## src/rtl/eth_pkg.sv

```systemverilog
// Shared constants, FSM state type and bit-level CRC helpers for the Ethernet receive checker.
package eth_pkg;

  localparam logic [31:0] CRC_POLY_REFL   = 32'hEDB88320;
  localparam logic [31:0] CRC_INIT        = 32'hFFFFFFFF;
  localparam logic [31:0] ETH_CRC_RESIDUE = 32'h38FB2284;

  localparam int unsigned ETH_MIN_BYTES = 64;
  localparam int unsigned ETH_MAX_BYTES = 1522;

  typedef enum logic {
    IDLE = 1'b0,
    RUN  = 1'b1
  } fsm_state_e;

  // One reflected LFSR step for a single serial input bit.
  function automatic logic [31:0] crc_step(input logic [31:0] crc, input logic bit_in);
    logic fb;
    fb = crc[0] ^ bit_in;
    return fb ? ((crc >> 1) ^ CRC_POLY_REFL) : (crc >> 1);
  endfunction

  function automatic logic [31:0] bit_rev32(input logic [31:0] v);
    logic [31:0] r;
    for (int i = 0; i < 32; i++) r[i] = v[31-i];
    return r;
  endfunction

endpackage

```

## src/rtl/crc32_nbit.sv

```systemverilog
// CRC-32 engine consuming DATA_W bits per enabled cycle, LSB first.
module crc32_nbit
  import eth_pkg::*;
#(
  parameter int unsigned DATA_W = 2
) (
  input  logic              clk,
  input  logic              rst,
  input  logic              restart,
  input  logic              en,
  input  logic [DATA_W-1:0] din,
  output logic [31:0]       crc_out_c
);

  logic [31:0] crc_q;
  logic [31:0] crc_d;

  // Restart wins so the register is clean for a frame starting on the next cycle.
  always_comb begin
    crc_d = crc_q;
    if (restart) begin
      crc_d = CRC_INIT;
    end else if (en) begin
      for (int i = 0; i < int'(DATA_W); i++) crc_d = crc_step(crc_d, din[i]);
    end
  end

  always_ff @(posedge clk or posedge rst) begin
    if (rst) crc_q <= CRC_INIT;
    else     crc_q <= crc_d;
  end

  assign crc_out_c = ~bit_rev32(crc_q);

endmodule

```

## config.mk

```make
export PLATFORM = sky130hd
export DESIGN_NAME = crc32_nbit
export DESIGN_NICKNAME = d
export VERILOG_FILES = /design/src/rtl/eth_pkg.sv /design/src/rtl/crc32_nbit.sv
export SDC_FILE = /design/constraint.sdc
export NUM_CORES = 1
export LEC_CHECK = 0
export ABC_AREA = 1
export CAP_MARGIN = 25
export CORE_ASPECT_RATIO = 0.6
export CORE_MARGIN = 5
export CORE_UTILIZATION = 50
export DETAILED_ROUTE_END_ITERATION = 10
export MAX_ROUTING_LAYER = met4
export PLACE_DENSITY = 0.79
export SYNTH_ARGS = -nofsm -noshare
export SYNTH_HDL_FRONTEND = slang
export SYNTH_SLANG_ARGS = --single-unit
```

## constraint.sdc

```tcl
create_clock -name clk -period 1.5 [get_ports clk]
set_input_delay 0.3 -clock clk [delete_from_list [all_inputs] [get_ports clk]]
set_output_delay 0.3 -clock clk [all_outputs]
set_load 0.01 [all_outputs]
```

==> results by group, run 1 <==
Timing
  – Post-route minimum period: ~1.5 ns
  – Max-slew violation count: 0
  – Worst-margin pin slew: 0.263 ns
  – Setup TNS: 0 ns
  – Final Hold Fails: 0
  – Max Freq: 679 MHz
  – Period utilization: 0.981
  – Final setup viols: 0
  – Post-Route Skew: 0.00902 ns
  – Slew HR: 0.824
  – RSZ-0062 raised after global routing: false

GRT
  – Met2 track demand over resource: 0.271
  – Largest net degree at the start of global routing: 33
  – Congestion Overflow GR: 0
  – Number of antenna violations at the first check in global routing: 0
  – Met3 usage: 0.0609
  – First-pass GRT wire length: between 7000 and 8000 µm
  – All-layer global routing usage: 0.201
  – Grt met1 use: 0.290
  – Grt peak-use layer: met1
  – Vias in the first global route: 1489

Power and ir drop
  – Pwr per Cell Area: just over 900 nW/µm²
  – Sw Ratio: 0.294
  – Worst IR drop on VDD: just over 0.0006 V
  – Seq pwr share: 0.486
  – Switching power: 600 µW
  – Clock network power share: 0.310
  – Int Power: roughly 1.4 mW
  – Comb pwr share: 0.204
  – Leak: 1.26 nW

Logic synthesis
  – Netlist cell types: 17
  – Simple-Gate Fraction of Synth Area: 0.256
  – Post-Syn Instances: 215
  – Largest family of logic cells by synthesized area: simple AND/OR/NAND/NOR gates
  – Area share of the largest cell type after synthesis: 0.490
  – Dominant cells by area after synthesis: dfstp_2, nand2_1, inv_1
  – Mux cell area share after synthesis: 0
  – Post-synthesis async set-or-reset flop share: 1.00
  – Syn_nets: 221
  – Adder-Cell Fraction of Synth Area: 0
  – Post-synthesis sequential area ratio: 0.490
  – Post-Syn Area: 1720 µm²
  – EDFF count, synth: 0
  – Yosys synthesis warning count: 0
  – Syn_area_per_cell: 7.98 µm²
  – Yosys reg bits: 32
  – Synth Area in Compound Gates: 0.118
  – Top_reg_cell synth: dfstp_2
  – Most common library cells after synthesis: nand2_1, inv_1, dfstp_2
  – Cell accounting for the most synthesized area: dfstp_2
  – Top-count cell post-synth: nand2_1
  – XOR/XNOR Fraction of Synth Area: 0

Clocking
  – TritonCTS Sinks: 32
  – CTS resizes: 33
  – Clk slew on worst S/H paths: approximately 0.070 ns
  – Post-CTS setup buffer count: 0
  – CTS buffer count: 5
  – CTS max path bufs: 2
  – Later-pin clock latency in the skew report: just under 0.3 ns
  – CTS tree: done
  – CTS root buf: clkbuf_8
  – H-tree levels: 2
  – Hold buffer count at CTS: 0

Cells and area
  – Layout cell share with drive strength beyond 1: 0.243
  – Area growth syn-to-layout: 30.2%
  – Final core utilization: 0.680
  – Post-route cell area: 2230 µm²
  – Reg with most FFs: crc_q
  – Fillers: 297
  – Top Registers: crc_q (32)
  – Max FFs per register: 32
  – Antenna Cells: 0
  – Net count reported at finish: roughly 270

Floorplan
  – Die H: around 55 µm
  – Site Rows: 16
  – I/O Pins: 38
  – Core area: 3280 µm²
  – Starting Density: 0.522
  – Die ar.: 4740 µm²
  – Die X: between 80 and 90 µm

Worst hold path
  – Tightest Hold Check Type: reg -> reg
  – HP Start: crc_q[11]

Worst setup path
  – Crit Path Max Fanout: 3
  – Crit end category: primary output
  – WP data required: 1.20 ns
  – Critical path arrival: 1.17 ns
  – Worst setup SP type: flip-flop
  – Worst reg-to-reg setup slack: roughly 0.19 ns
  – Crit Path Class: reg -> out
  – Origin of the worst setup path: crc_q[23]
  – Worst R2R Start: crc_q[1]

Routing
  – Via count: 1581
  – DRT antenna net count: 0
  – Initial DRC Count: 94
  – Vias per cell: just over 5
  – DRC: 0
  – Routed wire length: between 4000 and 5000 µm
  – DR WL/cell: between 10 and 15 µm
  – Drt pass-1 iters: 4

Place
  – Number of port buffers: 37
  – Final GP Congestion: 0.915
  – HPWL after detailed placement: 3130 µm
  – Dpl cell area: ~2200 µm²

Flow run
  – Max cap viols: 0

Outcome
  – Outcome: complete, no violations
## cells in the final DEF (no fill, tap or decap), drive strengths merged
cell | synthesis | routed
nand2 | 67 | 67
inv | 42 | 42
dfstp | 32 | 32
dlygate4sd2 | 0 | 23
nand3 | 22 | 22
a22oi | 12 | 12
nor2 | 12 | 12
buf | 8 | 12
a31oi | 10 | 10
clkdlybuf4s15 | 0 | 9
a21oi | 6 | 6
clkbuf | 0 | 6
clkdlybuf4s50 | 0 | 5
o21ai | 4 | 4
clkinv | 0 | 1
## per-stage QoR
| step | setup WS, ns | hold slack [ns] | power (mW) | std cells |
|---|---|---|---|---|
| 3_3_place_gp | -0.0711 | 0.473 | 1.45 | 301 |
| 3_5_place_dp | -0.0921 | 0.478 | 1.46 | 301 |
| 5_1_grt | 0.000794 | 0.516 | 2.15 | 308 |
| 2_1_floorplan | 0.336 | 0.463 | 1.25 | 215 |
| 6_report | 0.0283 | 0.487 | 2.04 | 308 |
| 4_1_cts | 0.0138 | 0.487 | 2.05 | 308 |
## critical path: stages, from the launching register on
cell           delay (ns)
dfstp_2              0.55
inv_1                0.06
dlygate4sd2_1        0.28
## worst paths after layout
path	endpoint	cells past startpoint
worst max-delay path	crc_out_c[8]	2
worst min-delay path	crc_q[9]	2
worst max register to register	crc_q[23]	8
worst min register to register	crc_q[9]	2
max in group asynchronous	crc_q[9]	3
min in group asynchronous	crc_q[8]	3
## power groups by stage
stage               clock network [mW]  logic [mW]  registers, mW
floorplan                            0       0.259          0.995
global placement                     0       0.446           1.00
detailed placement                   0       0.452           1.01
CTS                              0.641       0.415          0.993
global route                     0.683       0.467           1.00
finish                           0.633       0.417          0.993
## layer usage
layer  wire, µm  part of all wire  vias up
li1           -                 -      779
met1       2040              0.48      727
met2       1720              0.40       73
met3        482              0.11        2
met4         34            0.0079        0
met5          0                 0        -
## area by class of cell
type	count	area, µm²	area share
clock buffers	6	72.6	0.0325
multi-input cells	133	642	0.287
well taps	45	56.3	0.0252
flip-flops and latches	32	841	0.376
clock inverters	1	5.00	0.00224
inverters	42	160	0.0717
repair buffers	49	457	0.204
## kinds of logic (layout without fill, tap and decap cells)
| logic type | after synthesis | in the layout |
|---|---|---|
| simple gates | 101 | 101 |
| compound gates | 32 | 32 |
| flops | 32 | 32 |
| buf+inv | 50 | 98 |
No activity file was read; power rests on OpenSTA's default activity.
==> inputs of run 2 (changes only) <==
--- a/config.mk
+++ b/config.mk
@@ -5,7 +5,6 @@
 export SDC_FILE = /design/constraint.sdc
 export NUM_CORES = 1
 export LEC_CHECK = 0
-export ABC_AREA = 1
 export CAP_MARGIN = 25
 export CORE_ASPECT_RATIO = 0.6
 export CORE_MARGIN = 5
==> constraint.sdc (replaced) <==
create_clock -name clk -period 1.5 [get_ports clk]
set_input_delay 0.3 -clock clk [delete_from_list [all_inputs] [get_ports clk]]
set_output_delay 0.3 -clock clk [all_outputs]
set_load 0.05 [all_outputs]
==> run 2 against run 1 <==
Register-to-register slack worse by 0.14 ns. Fmax increased by 1.3%. Setup slack improved by 0.018 ns. Non-clock buffer count did not move. Critical path depth up 3. Via count decreased by 22%. Combinational power is 110% higher. Routed wire length fell by 19%. Critical endpoint is now crc_q[25]. Largest power group unchanged.
==> results by group, run 2 <==
Logic synthesis
  – Cell accounting for the most synthesized area: dfstp_2
  – Adder-Cell Fraction of Synth Area: 0 (unchanged)
  – Most common library cells after synthesis: inv_1, dfstp_2, a211o_1, nor2_1, xnor2_1
  – Post-synthesis async set-or-reset flop share: 1.00 (unchanged)
  – Synth Area in Compound Gates: 0.160 (+0.0414)
  – XOR/XNOR Fraction of Synth Area: 0.176 (+0.176)
  – Post-synthesis sequential area ratio: 0.492 (+0.00179)
  – Post-Syn Instances: 164 (-24%)
  – Mux cell area share after synthesis: 0 (unchanged)
  – Top_reg_cell synth: dfstp_2
  – Dominant cells by area after synthesis: dfstp_2, xnor3_1, inv_1
  – Syn_area_per_cell: 10.4 µm² (+31%)
  – Top-count cell post-synth: inv_1
  – Area share of the largest cell type after synthesis: 0.492 (+0.00179)
  – Largest family of logic cells by synthesized area: XOR/XNOR gates
  – EDFF count, synth: 0 (unchanged)
  – Syn_nets: 170 (-23%)
  – Yosys synthesis warning count: 0 (unchanged)
  – Yosys reg bits: 32 (unchanged)
  – Simple-Gate Fraction of Synth Area: 0.0571 (-0.199)
  – Post-Syn Area: 1710 µm² (-0.36%)
  – Netlist cell types: 17 (unchanged)

Worst setup path
  – Max stage delay on crit path: 0.58 ns (+0.03 ns)
  – Crit Path Max Fanout: 12 (+9)
  – FF-to-FF path depth: 5 (-3)
  – Crit Path Class: reg -> reg
  – Critical path arrival: 1.65 ns (+0.48 ns)
  – Bufs and invs on worst path: 2 (unchanged)
  – Crit end category: flip-flop
  – Slowest stage cell, crit path: dfstp_2
  – WP depth: 5 (+3)
  – Worst setup SP type: flip-flop
  – Worst path cell trace: xnor2_4 -> buf_12 -> buf_4 -> xnor2_1 -> a211o_1
  – WP data required: 1.70 ns (+0.50 ns)
  – Cell family with most CP delay: flip-flops

Place
  – HPWL after detailed placement: 2420 µm (-23%)
  – Inst Count DP: 242 (-20%)
  – Dpl cell area: 2080 µm² (-4.8%)
  – Final GP Congestion: 0.747 (-18%)
  – Number of port buffers: 37 (unchanged)

Timing
  – Final Hold Fails: 0 (unchanged)
  – Final setup viols: 0 (unchanged)
  – Max Freq: 688 MHz (+1.3%)
  – Setup TNS: 0 ns (unchanged)
  – Period utilization: 0.969 (-0.0121)
  – RSZ-0062 raised after global routing: false
  – Worst-margin pin slew: 0.389 ns (+0.126 ns)
  – Max-slew violation count: 0 (unchanged)
  – Post-route minimum period: 1.45 ns (-0.0182 ns)
  – Slew HR: 0.740 (-0.0843)
  – Post-Route Skew: 0.00184 ns (-0.00718 ns)

Floorplan
  – Die H: 55.3 µm (-0.15%)
  – Die X: 85.5 µm (-0.16%)
  – Core area: 3260 µm² (-0.61%)
  – I/O Pins: 38 (unchanged)
  – Die ar.: 4730 µm² (-0.31%)
  – Site Rows: 16 (unchanged)
  – Starting Density: 0.524 (+0.00129)

Cells and area
  – Top Registers: crc_q (32)
  – Post-Layout Cell Count: 255 (-17%)
  – Antenna Cells: 0 (unchanged)
  – Post-route cell area: 2220 µm² (-0.45%)
  – Commonest non-fill, non-tap cell in the layout: buf_4
  – Max FFs per register: 32 (unchanged)
  – Most frequent cells in the layout: buf_4, inv_1, dfstp_2
  – Area growth syn-to-layout: 30.1% (about the same)
  – Net count reported at finish: 215 (-20%)
  – Reg with most FFs: crc_q
  – Layout cell share with drive strength beyond 1: 0.400 (+0.157)

GRT
  – Number of antenna violations at the first check in global routing: 0 (unchanged)
  – Vias in the first global route: 1262 (-15%)
  – First-pass GRT wire length: 5910 µm (-19%)
  – Congestion Overflow GR: 0 (unchanged)
  – All-layer global routing usage: 0.160 (-0.0411)
  – Largest net degree at the start of global routing: 33 (unchanged)

Routing
  – Initial DRC Count: 35 (-63%)
  – DR WL/cell: 13.7 µm (-1.7%)
  – DRC: 0 (unchanged)
  – Routed wire length: 3480 µm (-19%)
  – Drt pass-1 iters: 4 (unchanged)
  – DRT antenna net count: 0 (unchanged)
  – Vias per cell: 4.85 (-5.5%)
  – Via count: 1237 (-22%)

Clocking
  – Hold buffer count at CTS: 0 (unchanged)
  – Later-pin clock latency in the skew report: 0.27 ns (-0.02 ns)
  – CTS tree: done
  – CTS max path bufs: 2 (unchanged)
  – TritonCTS Sinks: 32 (unchanged)
  – H-tree levels: 2 (unchanged)
  – CTS root buf: clkbuf_8
  – CTS buffer count: 5 (unchanged)
  – Clk slew on worst S/H paths: 0.06 ns (about the same)

Worst hold path
  – Hold path depth: 2 (unchanged)
  – Tightest Hold Check Type: reg -> reg

Power and ir drop
  – Worst IR drop on VDD: 0.000677 V (+12%)
  – Leak: 1.22 nW (-3.1%)
  – Pwr per Cell Area: 1170 nW/µm² (+28%)
  – Final Total Pwr: 2.61 mW (+28%)

Flow run
  – Max cap viols: 0 (unchanged)

Outcome
  – Outcome: complete, no violations
==> run 2: cell count changes after synthesis, moves of 6 or more <==
| cell | change |
|---|---|
| nand2_2 | -7 |
| clkbuf_1 | +6 |
| a31oi_1 | -10 |
| nand3_1 | -22 |
| a22oi_1 | -12 |
| xnor2_1 | +14 |
| nand2_1 | -48 |
| a211o_1 | +14 |
| xnor3_1 | +6 |
| o211ai_1 | +12 |
==> run 2: per-stage QoR <==
stage | utilization | hold slack [ns] | setup slack (ns)
4_1_cts | 0.681 | 0.500 | 0.0363
6_report | 0.681 | 0.499 | 0.0465
3_5_place_dp | 0.638 | 0.494 | -0.570
3_3_place_gp | 0.638 | 0.488 | -0.529
5_1_grt | 0.681 | 0.519 | 0.00700
2_1_floorplan | - | 0.444 | 0.128
==> run 2: worst paths after layout <==
path,start,to,slack (ns)
worst max-delay path,crc_q[0],crc_q[25],0.05
worst min register to register,crc_q[18],crc_q[16],0.50
worst max register to register,crc_q[0],crc_q[25],0.05
max in group asynchronous,rst,crc_q[27],0.90
min in group asynchronous,rst,crc_q[15],0.56
worst min-delay path,crc_q[18],crc_q[16],0.50
==> run 2: what timing repair did <==
| action | in CTS | in global routing |
|---|---|---|
| hold endpoints to repair | 0 | 0 |
| pin swaps | 1 | 0 |
| endpoints found under the setup margin | 14 | 2 |
| gates resized for setup | 0 | 2 |
| buffers inserted | 5 | 0 |
==> run 2: metal layers <==
layer	GRT usage	vias to the layer above	routed length, µm
li1	-	615	-
met1	0.200	588	1590
met2	0.258	34	1660
met3	0.0490	0	232
met4	0.0339	0	0
met5	-	-	0
==> run 2: worst register-to-register path, cell delays in order, from the launching register on <==
cell	delay, ns
dfstp_2	0.58
xnor2_4	0.09
buf_12	0.15
buf_4	0.15
xnor2_1	0.12
a211o_1	0.29
==> run 2: area by class of cell <==
type | count | area, µm²
timing repair buffer | 49 | 433
inverter | 35 | 131
tap | 45 | 56.3
sequential | 32 | 841
multi-input combinational | 86 | 672
fill | 261 | 1040
clock buffer | 8 | 90.1
==> run 2: cell families (layout without fill, tap and decap cells) <==
| family | after synthesis | after routing |
|---|---|---|
| xor gates and xnor gates | 22 | 22 |
| AOI/OAI and AO/OA | 38 | 38 |
| buffers and inverters | 46 | 92 |
| and+or+nand+nor | 26 | 26 |
| DFF | 32 | 32 |
==> run 2: power breakdown <==
part,leakage [nW],switching [mW],internal [mW]
logic,0.838,0.523,0.360
clock network,0.0455,0.293,0.374
registers,0.337,0.0588,0.999
total,1.22,0.875,1.73
==> inputs of run 3 (changes only) <==
--- a/config.mk
+++ b/config.mk
@@ -9,6 +9,7 @@
 export CORE_ASPECT_RATIO = 0.6
 export CORE_MARGIN = 5
 export CORE_UTILIZATION = 50
+export CTS_CLUSTER_DIAMETER = 80
 export DETAILED_ROUTE_END_ITERATION = 10
 export MAX_ROUTING_LAYER = met4
 export PLACE_DENSITY = 0.79
==> results of run 3 <==
No change in the layout: final DEF, timing and power equal those of run 2.
